[src/rtl/serial_subtractor.sv]
// serial_subtractor
//   Bit-serial two's-complement subtractor. It computes diff = a - b - bin one
//   bit per cycle, LSB first. A single full-subtractor cell works against a
//   registered borrow.
//
//   Ports
//     clk        rising-edge clock
//     rst        synchronous, active-high reset
//     in_valid   operands a, b, bin are valid
//     in_ready   block can accept operands (IDLE and not in reset)
//     a, b       minuend / subtrahend, W bits
//     bin        borrow-in
//     out_valid  diff, bout, ovf are valid (DONE)
//     out_ready  consumer accepts the result
//     diff       (a - b - bin) mod 2^W
//     bout       unsigned borrow-out
//     ovf        signed overflow, from the operand signs and the result sign
//
//   state  | meaning
//   -------+--------------------------------------------------
//   IDLE   | waiting for operands, in_ready=1
//   RUN    | processing one bit per edge, W edges in total
//   DONE   | result held stable until out_ready
module serial_subtractor #(
  parameter int W = 8
) (
  input  logic         clk,
  input  logic         rst,
  input  logic         in_valid,
  output logic         in_ready,
  input  logic [W-1:0] a,
  input  logic [W-1:0] b,
  input  logic         bin,
  output logic         out_valid,
  input  logic         out_ready,
  output logic [W-1:0] diff,
  output logic         bout,
  output logic         ovf
);

  // The counter is at least one bit wide, so W=1 still elaborates.
  localparam int CW = (W > 1) ? $clog2(W) : 1;

  typedef enum logic [1:0] {
    S_IDLE = 2'd0,
    S_RUN  = 2'd1,
    S_DONE = 2'd2
  } state_t;

  state_t         r_state;
  state_t         w_state_next;
  logic [W-1:0]   r_a_sr;
  logic [W-1:0]   r_b_sr;
  logic [W-1:0]   r_diff;
  logic           r_borrow;
  logic           r_sa;
  logic           r_sb;
  logic           r_bout;
  logic           r_ovf;
  logic [CW-1:0]  r_cnt;

  logic           w_x;
  logic           w_y;
  logic           w_d;
  logic           w_borrow_next;
  logic           w_last;
  logic           w_accept;
  logic [W-1:0]   w_diff_next;

  assign in_ready  = (r_state == S_IDLE) && !rst;
  assign out_valid = (r_state == S_DONE);
  assign w_accept  = in_valid && in_ready;

  // Full-subtractor cell on the current LSBs.
  assign w_x           = r_a_sr[0];
  assign w_y           = r_b_sr[0];
  assign w_d           = w_x ^ w_y ^ r_borrow;
  assign w_borrow_next = (~w_x & w_y) | (~(w_x ^ w_y) & r_borrow);
  assign w_last        = (r_cnt == CW'(W - 1));

  // The new bit enters at the MSB. After W shifts, bit 0 has reached
  // position 0. Written this way rather than as a slice so that W=1 is legal.
  always_comb begin
    w_diff_next        = r_diff >> 1;
    w_diff_next[W-1]   = w_d;
  end

  always_comb begin
    w_state_next = r_state;
    case (r_state)
      S_IDLE:  if (w_accept) w_state_next = S_RUN;
      S_RUN:   if (w_last) w_state_next = S_DONE;
      S_DONE:  if (out_ready) w_state_next = S_IDLE;
      default: w_state_next = S_IDLE;
    endcase
  end

  always_ff @(posedge clk) begin
    if (rst) r_state <= S_IDLE;
    else     r_state <= w_state_next;
  end

  always_ff @(posedge clk) begin
    if (rst) begin
      r_a_sr   <= '0;
      r_b_sr   <= '0;
      r_diff   <= '0;
      r_borrow <= 1'b0;
      r_sa     <= 1'b0;
      r_sb     <= 1'b0;
      r_bout   <= 1'b0;
      r_ovf    <= 1'b0;
      r_cnt    <= '0;
    end else begin
      case (r_state)
        S_IDLE: begin
          if (w_accept) begin
            r_a_sr   <= a;
            r_b_sr   <= b;
            r_borrow <= bin;
            r_sa     <= a[W-1];
            r_sb     <= b[W-1];
            r_cnt    <= '0;
          end
        end
        S_RUN: begin
          r_diff   <= w_diff_next;
          r_a_sr   <= r_a_sr >> 1;
          r_b_sr   <= r_b_sr >> 1;
          r_borrow <= w_borrow_next;
          r_cnt    <= r_cnt + CW'(1);
          if (w_last) begin
            r_bout <= w_borrow_next;
            // On this edge w_d lands in diff[W-1], so it is the result sign.
            r_ovf  <= (r_sa != r_sb) && (w_d != r_sa);
          end
        end
        default: ;
      endcase
    end
  end

  assign diff = r_diff;
  assign bout = r_bout;
  assign ovf  = r_ovf;

endmodule

[config.mk]
export PLATFORM = sky130hd
export DESIGN_NAME = serial_subtractor
export DESIGN_NICKNAME = d
export VERILOG_FILES = /design/src/rtl/serial_subtractor.sv
export SDC_FILE = /design/constraint.sdc
export NUM_CORES = 1
export LEC_CHECK = 0
export BUFFER_PORTS_ARGS = -buffer_cell sky130_fd_sc_hd__buf_4
export CAP_MARGIN = 15
export CORE_MARGIN = 2
export CORE_UTILIZATION = 30
export CTS_BUF_LIST = sky130_fd_sc_hd__clkbuf_16
export DETAILED_ROUTE_END_ITERATION = 10
export GPL_TIMING_DRIVEN = 0
export PLACE_DENSITY_LB_ADDON = 0.12
export SYNTH_ARGS = -nofsm -noshare
export SYNTH_HDL_FRONTEND = slang
export SYNTH_SLANG_ARGS = --single-unit
export TNS_END_PERCENT = 1
[constraint.sdc]
create_clock -name clk -period 3.2 [get_ports clk]
set_input_delay 0.32 -clock clk [delete_from_list [all_inputs] [get_ports clk]]
set_output_delay 0.32 -clock clk [all_outputs]
set_load 0.02 [all_outputs]
==> results of run 1 <==
-- flip-flops by register name, indices dropped and copies added, names as in the netlist --
signal,count
r_b_sr,8
bout,1
r_state,2
r_sb,1
r_borrow,1
r_cnt,3
r_sa,1
r_a_sr,8
diff,8
ovf,1
-- through the flow --
step           cells  instance area [µm²]  power [mW]
6_report         281                 1970        1.05
5_1_grt          281                 1970        1.11
4_1_cts          281                 1970        1.07
3_5_place_dp     273                 1840       0.620
3_3_place_gp     273                 1840       0.617
2_1_floorplan    175                 1520       0.570
-- synth_stat cells, types with 2 or more instances --
master,instances,area (µm²)
ha_1,2,25.0
inv_1,5,18.8
a21oi_2,2,17.5
a21oi_1,14,70.1
nor3_1,2,10.0
nand2_1,24,90.1
clkbuf_1,5,18.8
dfxtp_1,34,681
buf_2,6,30.0
nor2_1,28,105
nand3_2,3,30.0
o2bb2ai_1,12,105
a211oi_1,16,120
a311oi_1,2,17.5
nor2b_1,2,12.5
o22ai_1,2,12.5
nand2b_1,3,18.8
buf_4,2,15.0
-- power by group through the flow --
stage	clock [mW]	combinational (mW)	sequential, mW
final	0.443	0.146	0.465
after global routing	0.481	0.162	0.468
after CTS	0.458	0.147	0.465
after detailed placement	0	0.147	0.474
after global placement	0	0.144	0.473
after floorplan	0	0.0985	0.472
-- metal layers --
metal  up-vias  GRT usage
met4         0     0.0526
met2        37      0.211
met3         5     0.0522
met5         -          0
li1        691          -
met1       630      0.192
-- layout make-up --
| class | instances | area (µm²) |
|---|---|---|
| Fill cell | 506 | 2840 |
| Multi-Input combinational cell | 122 | 744 |
| Sequential cell | 34 | 681 |
| Timing Repair Buffer | 31 | 233 |
| Clock buffer | 5 | 125 |
| Tap cell | 67 | 83.8 |
| Buffer | 14 | 75.1 |
| Inverter | 5 | 18.8 |
| Clock inverter | 3 | 12.5 |
-- kinds of logic (layout without fill, tap and decap cells) --
| kind of cell | after synthesis | count (layout) | synth area share |
|---|---|---|---|
| and+or+nand+nor | 67 | 67 | 0.210 |
| DFF | 34 | 34 | 0.448 |
| adders and majority gates | 3 | 3 | 0.0297 |
| AOI/OAI and AO/OA | 52 | 52 | 0.250 |
| buffers and inverters | 19 | 58 | 0.0618 |
-- worst max path at each step --
stage | from | end | depth (start not counted)
finish | r_state[0] | in_ready | 4
global route | r_state[0] | in_ready | 4
CTS | r_state[0] | in_ready | 4
detailed placement | rst | in_ready | 4
global placement | rst | in_ready | 4
floorplan | rst | in_ready | 3
==> qor.txt, run 1 <==
Final WS setup = 1.52 ns
Total congestion overflow = 0
NetSw = 0.257 mW
First DRT Iteration DRCs = 63
Sequential cell area fraction in the yosys report = 0.448
Buffers on Ports = 31
Slowest cell on crit path = dfxtp_1
Worst EP required = 2.88 ns
Maximum fanout along the worst path = 10
Top routing layer used = met4
Post-synth top flop = dfxtp_1
Top Family by Delay on Critical Path = buffers and inverters
Syn nets = 199
Clk slew on worst S/H paths = 0.05 ns
DRT Pass-1 Iters = 4
Yosys cell types = 29
Max-Cap Viols = 0
Share of cells above drive strength 1 = 0.257
Crit path cell chain = buf_4, buf_2, nor3_1, buf_4
Bufs on Longest Clock Path = 2
Unrepaired setup endpoints after global routing = false
RePlAce Congestion = 0.794
Synth Instances = 175
Core Util, Final = 0.410
Crit end category = primary output
Die Footprint = 5650 µm²
Final hold vios = 0
Post-synth EDFFs = 0
Initial antenna violation count = 0
Vias/cell = 4.85
Most common cell after layout, fill and taps aside = dfxtp_1
Initial Util = 0.315
Die width = 75.2 µm
Final wirelength = 3610 µm
IO Count = 33
Seq pwr share = 0.441
Gr usage total = 0.143
Static Leak = 0.775 nW
Fin crit period = 1.68 ns
Bufs and invs on worst path = 3
Core area = 4820 µm²
Metal-1 WL = 1740 µm
H-tree depth = 2
Setup Viol. Count Final = 0
Most frequent cells in the layout = 34 x dfxtp_1, 33 x buf_4, 28 x nor2_1
Synthesized area per cell = 8.68 µm²
Min Hold Slack = 0.297 ns
Area Overhead vs Synth = 29.9%
Status = completed
Crit Reg-Reg Startpoint = r_b_sr[0]
CTS tree = yes
Largest net degree at the start of global routing = 11
Row cnt = 25
Post-DRT Antenna Nets = 0
Final Cycle Share = 0.525
Syn. warnings = 0
Setup TNS = 0 ns
Global-route wire length before repair = 6070 µm
HP Start = rst
PostCTS Resize Cnt = 0
FF-to-FF End = ovf
Slew headroom = 0.669
Num CTS Buffers = 5
FF-to-FF path depth = 5
Clk_lat worst skew = 0.27 ns
Vias in the first global route = 1,270
Ant diodes = 0
Slew Viols, Final = 0
CP startpoint kind = flop
Hold depth = 2
Met2 WL = 1630 µm
Most used cell along the critical path = buf_4
CTS Sinks = 34
Sw frac = 0.244
Routed vias = 1,363
Max incr delay on CP = 0.32 ns
Yosys reg bits = 34
Comb pwr share = 0.139
Nets = 237
Reg2Reg Setup Slack = 1.73 ns
Root Buffer = clkbuf_16
Hpwl dp = 2550 µm
Final Skew = 0.00416 ns
CTS Hold Bufs = 0
Worst-Margin Slew = 0.497 ns
Setup CP Type = flop to primary output
WP data arrival = 1.36 ns
Drt drc = 0
Hold WC Path Type = input port to flop
F_max = 596 MHz
Mapped Area = 1520 µm²
VDD IR-drop max = 0.170 mV
Setup repair bufs after CTS = 0
Drt wl/cell = 12.8 µm
Power share of the clock group = 0.420
Int Power = 0.797 mW
DP Worst Slack = 1.71 ns
P per Cell Area = 534 nW/µm²
Hold Path End = r_borrow
Asr flop ratio synth = 0
Die Height = 75.2 µm
Met3 Routed Length = 196 µm
Note: power is estimated with default switching activity, not from simulation.
==> run 2, diff against run 1 <==
==> constraint.sdc (replaced) <==
create_clock -name clk -period 1.4 [get_ports clk]
set_input_delay 0.14 -clock clk [delete_from_list [all_inputs] [get_ports clk]]
set_output_delay 0.14 -clock clk [all_outputs]
set_load 0.02 [all_outputs]
==> run 2 against run 1 <==
The flow now finishes with violations (negative setup slack). Sequential power is 130% higher. Clock-buffer cell count did not move. Critical path depth is the same. Combinational power is 150% higher. Via count increased by 0.59%. First-iteration DRC count down 25%.
==> qor.txt, run 2 (same netlist as run 1, synthesis figures left out) <==
CTS Sinks = 34
P per Cell Area = 1210 nW/µm²
Vias/cell = 4.86
Final hold vios = 0
Initial antenna violation count = 0
Unrepaired setup endpoints after global routing = true
Root Buffer = clkbuf_16
Largest net degree at the start of global routing = 11
Clk_lat worst skew = 0.28 ns
CP startpoint kind = flop
Die Footprint = 5650 µm²
DRT Pass-1 Iters = 4
Post-Place Cells = 273
Crit Reg-Reg Startpoint = r_a_sr[0]
Global-route wire length before repair = 6070 µm
FF-to-FF path depth = 4
DP Area = 1840 µm²
Setup TNS = -0.0680 ns
Total congestion overflow = 0
Final Cycle Share = 1.05
Die Height = 75.2 µm
Static Leak = 0.794 nW
Num CTS Buffers = 5
DP Worst Slack = -0.0715 ns
Hpwl dp = 2550 µm
Slew Viols, Final = 0
Power share of the clock group = 0.419
NetSw = 0.613 mW
Failing checks = negative setup slack
CTS tree = yes
F_max = 681 MHz
Share of cells above drive strength 1 = 0.288
Crit end category = flop
Bufs on Longest Clock Path = 2
Clk slew on worst S/H paths = 0.05 ns
Area Overhead vs Synth = 33.7%
Filler cells = 504
Vias in the first global route = 1,273
Routed vias = 1,371
Hold Path End = r_borrow
Core Util, Final = 0.422
Post-DRT Antenna Nets = 0
Maximum fanout along the worst path = 3
Hold WC Path Type = input port to flop
Int Power = 1.84 mW
Slew headroom = 0.623
Most frequent cells in the layout = 33 x buf_4, 31 x dfxtp_1, 28 x nor2_1
Power, Total = 2.46 mW
Setup CP Type = flop to flop
HP Start = rst
Sw frac = 0.249
Nets = 238
Final wirelength = 3630 µm
Drt wl/cell = 12.9 µm
Worst-Margin Slew = 0.565 ns
Min Hold Slack = 0.121 ns
Status = finished with violations
Max-Cap Viols = 0
Most common cell after layout, fill and taps aside = buf_4
Fin crit period = 1.47 ns
Drt drc = 0
WP data arrival = 1.65 ns
Buffers on Ports = 31
Setup Viol. Count Final = 1
Design area = 2030 µm²
Die width = 75.2 µm
Core area = 4820 µm²
FF-to-FF End = ovf
H-tree depth = 2
Final Skew = 0.00615 ns
Reg2Reg Setup Slack = -0.07 ns
First DRT Iteration DRCs = 47
IO Count = 33
Final WS setup = -0.0680 ns
Seq pwr share = 0.433
Non-Filler Instances = 282
Ant diodes = 0
VDD IR-drop max = 0.404 mV
Row cnt = 25
Comb pwr share = 0.148
Crit. Startpoint = r_a_sr[0]
Hold depth = 2
Gr usage total = 0.143
Initial Util = 0.315
Worst EP required = 1.59 ns
RePlAce Congestion = 0.794
CTS Hold Bufs = 0
run 2: per-layer routing:
metal	global-route usage	part of all wire	up-vias
li1	-	-	697
met1	0.195	0.48	638
met2	0.210	0.45	31
met3	0.0522	0.058	5
met4	0.0526	0.010	0
met5	0	0	-
run 2: power groups by stage:
stage	combinational (mW)	clock, mW	sequential (mW)
after CTS	0.340	1.05	1.06
after detailed placement	0.336	0	1.08
after floorplan	0.225	0	1.08
after global routing	0.404	1.10	1.07
after global placement	0.329	0	1.08
final	0.364	1.03	1.06
run 2: worst max-delay path, cell delays in order (launching register included):
cell	delay, ns
dfxtp_1	0.34
fa_1	0.58
and3b_1	0.17
a21oi_1	0.04
a311oi_1	0.25
run 2: worst max-delay path by stage:
stage,end,slack (ns),cells past startpoint
global route,ovf,-0.14,5
floorplan,ovf,0.03,5
CTS,ovf,-0.06,5
finish,ovf,-0.07,4
global placement,ovf,-0.05,5
detailed placement,ovf,-0.07,5
run 2: what timing repair did:
action,in CTS,in global routing
buffers inserted,0,1
pin swaps,4,3
resized for setup,4,14
setup endpoints to repair,2,29
run 2: final cells by class:
| cell class | count | area [µm²] | share of cell area |
|---|---|---|---|
| multi-input combinational | 122 | 764 | 0.376 |
| clock buffer | 5 | 125 | 0.0616 |
| timing repair buffer | 32 | 240 | 0.118 |
| inverter | 5 | 18.8 | 0.00924 |
| tap | 67 | 83.8 | 0.0413 |
| buffer | 14 | 98.8 | 0.0487 |
| sequential | 34 | 687 | 0.338 |
| clock inverter | 3 | 12.5 | 0.00616 |
==> run 3, diff against run 2 <==
--- a/config.mk
+++ b/config.mk
@@ -7,8 +7,10 @@
 export LEC_CHECK = 0
 export BUFFER_PORTS_ARGS = -buffer_cell sky130_fd_sc_hd__buf_4
 export CAP_MARGIN = 15
+export CELL_PAD_IN_SITES_DETAIL_PLACEMENT = 0
+export CELL_PAD_IN_SITES_GLOBAL_PLACEMENT = 2
 export CORE_MARGIN = 2
-export CORE_UTILIZATION = 30
+export CORE_UTILIZATION = 28
 export CTS_BUF_LIST = sky130_fd_sc_hd__clkbuf_16
 export DETAILED_ROUTE_END_ITERATION = 10
 export GPL_TIMING_DRIVEN = 0
==> run 3 against run 2 <==
The flow still finishes with violations (negative setup slack). Via count down 0.58%. Clock skew down 0.0036 ns. Non-clock buffer count up 1. Clock power about the same. Sequential cell count unchanged. Wire length up 5.8%. Cell count up 1.4%. Critical path depth unchanged. Critical endpoint unchanged. Largest power group unchanged.
==> qor.txt, run 3 (same netlist as run 1, synthesis figures left out) <==
Drt drc = 0
Gr usage total = 0.134
Slew headroom = 0.661
Total congestion overflow = 0
Int Power = 1.85 mW
Unrepaired setup endpoints after global routing = true
Most frequent cells in the layout = 36 x buf_4, 30 x dfxtp_1, 28 x nor2_1
Final wirelength = 3840 µm
NetSw = 0.621 mW
Final WS setup = -0.0426 ns
CTS tree = yes
Vias in the first global route = 1,393
Nets = 239
Core Util, Final = 0.394
Buffers on Ports = 31
Row cnt = 26
Setup Viol. Count Final = 1
Seq pwr share = 0.430
Hold WC Path Type = input port to flop
Area Overhead vs Synth = 34.0%
Initial antenna violation count = 0
CP startpoint kind = flop
Num CTS Buffers = 5
Root Buffer = clkbuf_16
Final Cycle Share = 1.03
Global-route wire length before repair = 6520 µm
DRT Pass-1 Iters = 4
CTS Sinks = 34
Non-Filler Instances = 286
Die width = 77.7 µm
Die Footprint = 6030 µm²
WP data arrival = 1.63 ns
Post-Place Cells = 276
Clk slew on worst S/H paths = 0.05 ns
Slew Viols, Final = 0
Max-Cap Viols = 0
Status = finished with violations
F_max = 693 MHz
VDD IR-drop max = 0.615 mV
Comb pwr share = 0.148
Core area = 5170 µm²
Power share of the clock group = 0.421
Filler cells = 555
Crit end category = flop
RePlAce Congestion = 0.733
Initial Util = 0.294
H-tree depth = 2
Worst-Margin Slew = 0.508 ns
Routed vias = 1,363
Vias/cell = 4.77
Final Skew = 0.00257 ns
DP Worst Slack = -0.0897 ns
Maximum fanout along the worst path = 3
Static Leak = 0.791 nW
Drt wl/cell = 13.4 µm
Sw frac = 0.251
Most common cell after layout, fill and taps aside = buf_4
Post-DRT Antenna Nets = 0
Share of cells above drive strength 1 = 0.306
Largest net degree at the start of global routing = 12
Die Height = 77.7 µm
Bufs on Longest Clock Path = 2
P per Cell Area = 1220 nW/µm²
Failing checks = negative setup slack
IO Count = 33
Final hold vios = 0
Hpwl dp = 2750 µm
Ant diodes = 0
First DRT Iteration DRCs = 42
Setup CP Type = flop to flop
Clk_lat worst skew = 0.27 ns
Fin crit period = 1.44 ns
Worst EP required = 1.58 ns
run 3: worst paths after layout:
kind              depth (start not counted)  slack [ns]       end      start
setup / recovery                          4       -0.04       ovf  r_a_sr[0]
hold reg to reg                           2        0.47   diff[6]    diff[7]
hold / removal                            2        0.12  r_borrow        rst
setup reg to reg                          4       -0.04       ovf  r_a_sr[0]
run 3: what timing repair did:
item                       4_1_cts  5_1_grt
pin swaps                        3        3
setup buffers                    1        1
hold buffers                     0        0
hold endpoints to repair         0        0
gates resized for setup          6       14
setup endpoints to repair        7       27
run 3: worst max-delay path, stage by stage (launching register included):
cell and delay (ns):
dfxtp_2 0.34, fa_1 0.58, and3b_1 0.17, a21oi_1 0.04
a311oi_1 0.24
run 3: area by class of cell:
cell class,count,area [µm²],share of cell area
well taps,70,87.6,0.0430
plain buffers,14,98.8,0.0486
inverters,5,18.8,0.00922
multi-input cells,122,753,0.370
clock buffers,5,125,0.0615
repair buffers,33,248,0.122
flip-flops and latches,34,688,0.338
clock inverters,3,16.3,0.00799
run 3: power groups by stage:
stage	clock (mW)	combinational (mW)	sequential, mW
after floorplan	0	0.225	1.08
after global placement	0	0.337	1.08
after detailed placement	0	0.343	1.08
after CTS	1.08	0.358	1.06
after global routing	1.11	0.411	1.07
final	1.04	0.367	1.06
run 3: per-layer routing:
layer,track usage,vias up,part of all wire
met1,0.176,631,0.50
met3,0.0407,4,0.035
met2,0.213,25,0.46
met4,0.0393,0,0.011
met5,0,-,0
li1,-,703,-
run 3: through the flow:
step	TNS [ns]	instance area [µm²]	hold WS (ns)	total power, mW
4_1_cts	-0.0488	2000	0.113	2.50
5_1_grt	-0.145	2040	0.131	2.60
3_5_place_dp	-0.0926	1840	0.412	1.43
6_report	-0.0426	2040	0.116	2.47
3_3_place_gp	-0.0752	1840	0.403	1.42
2_1_floorplan	0	1520	0.299	1.30
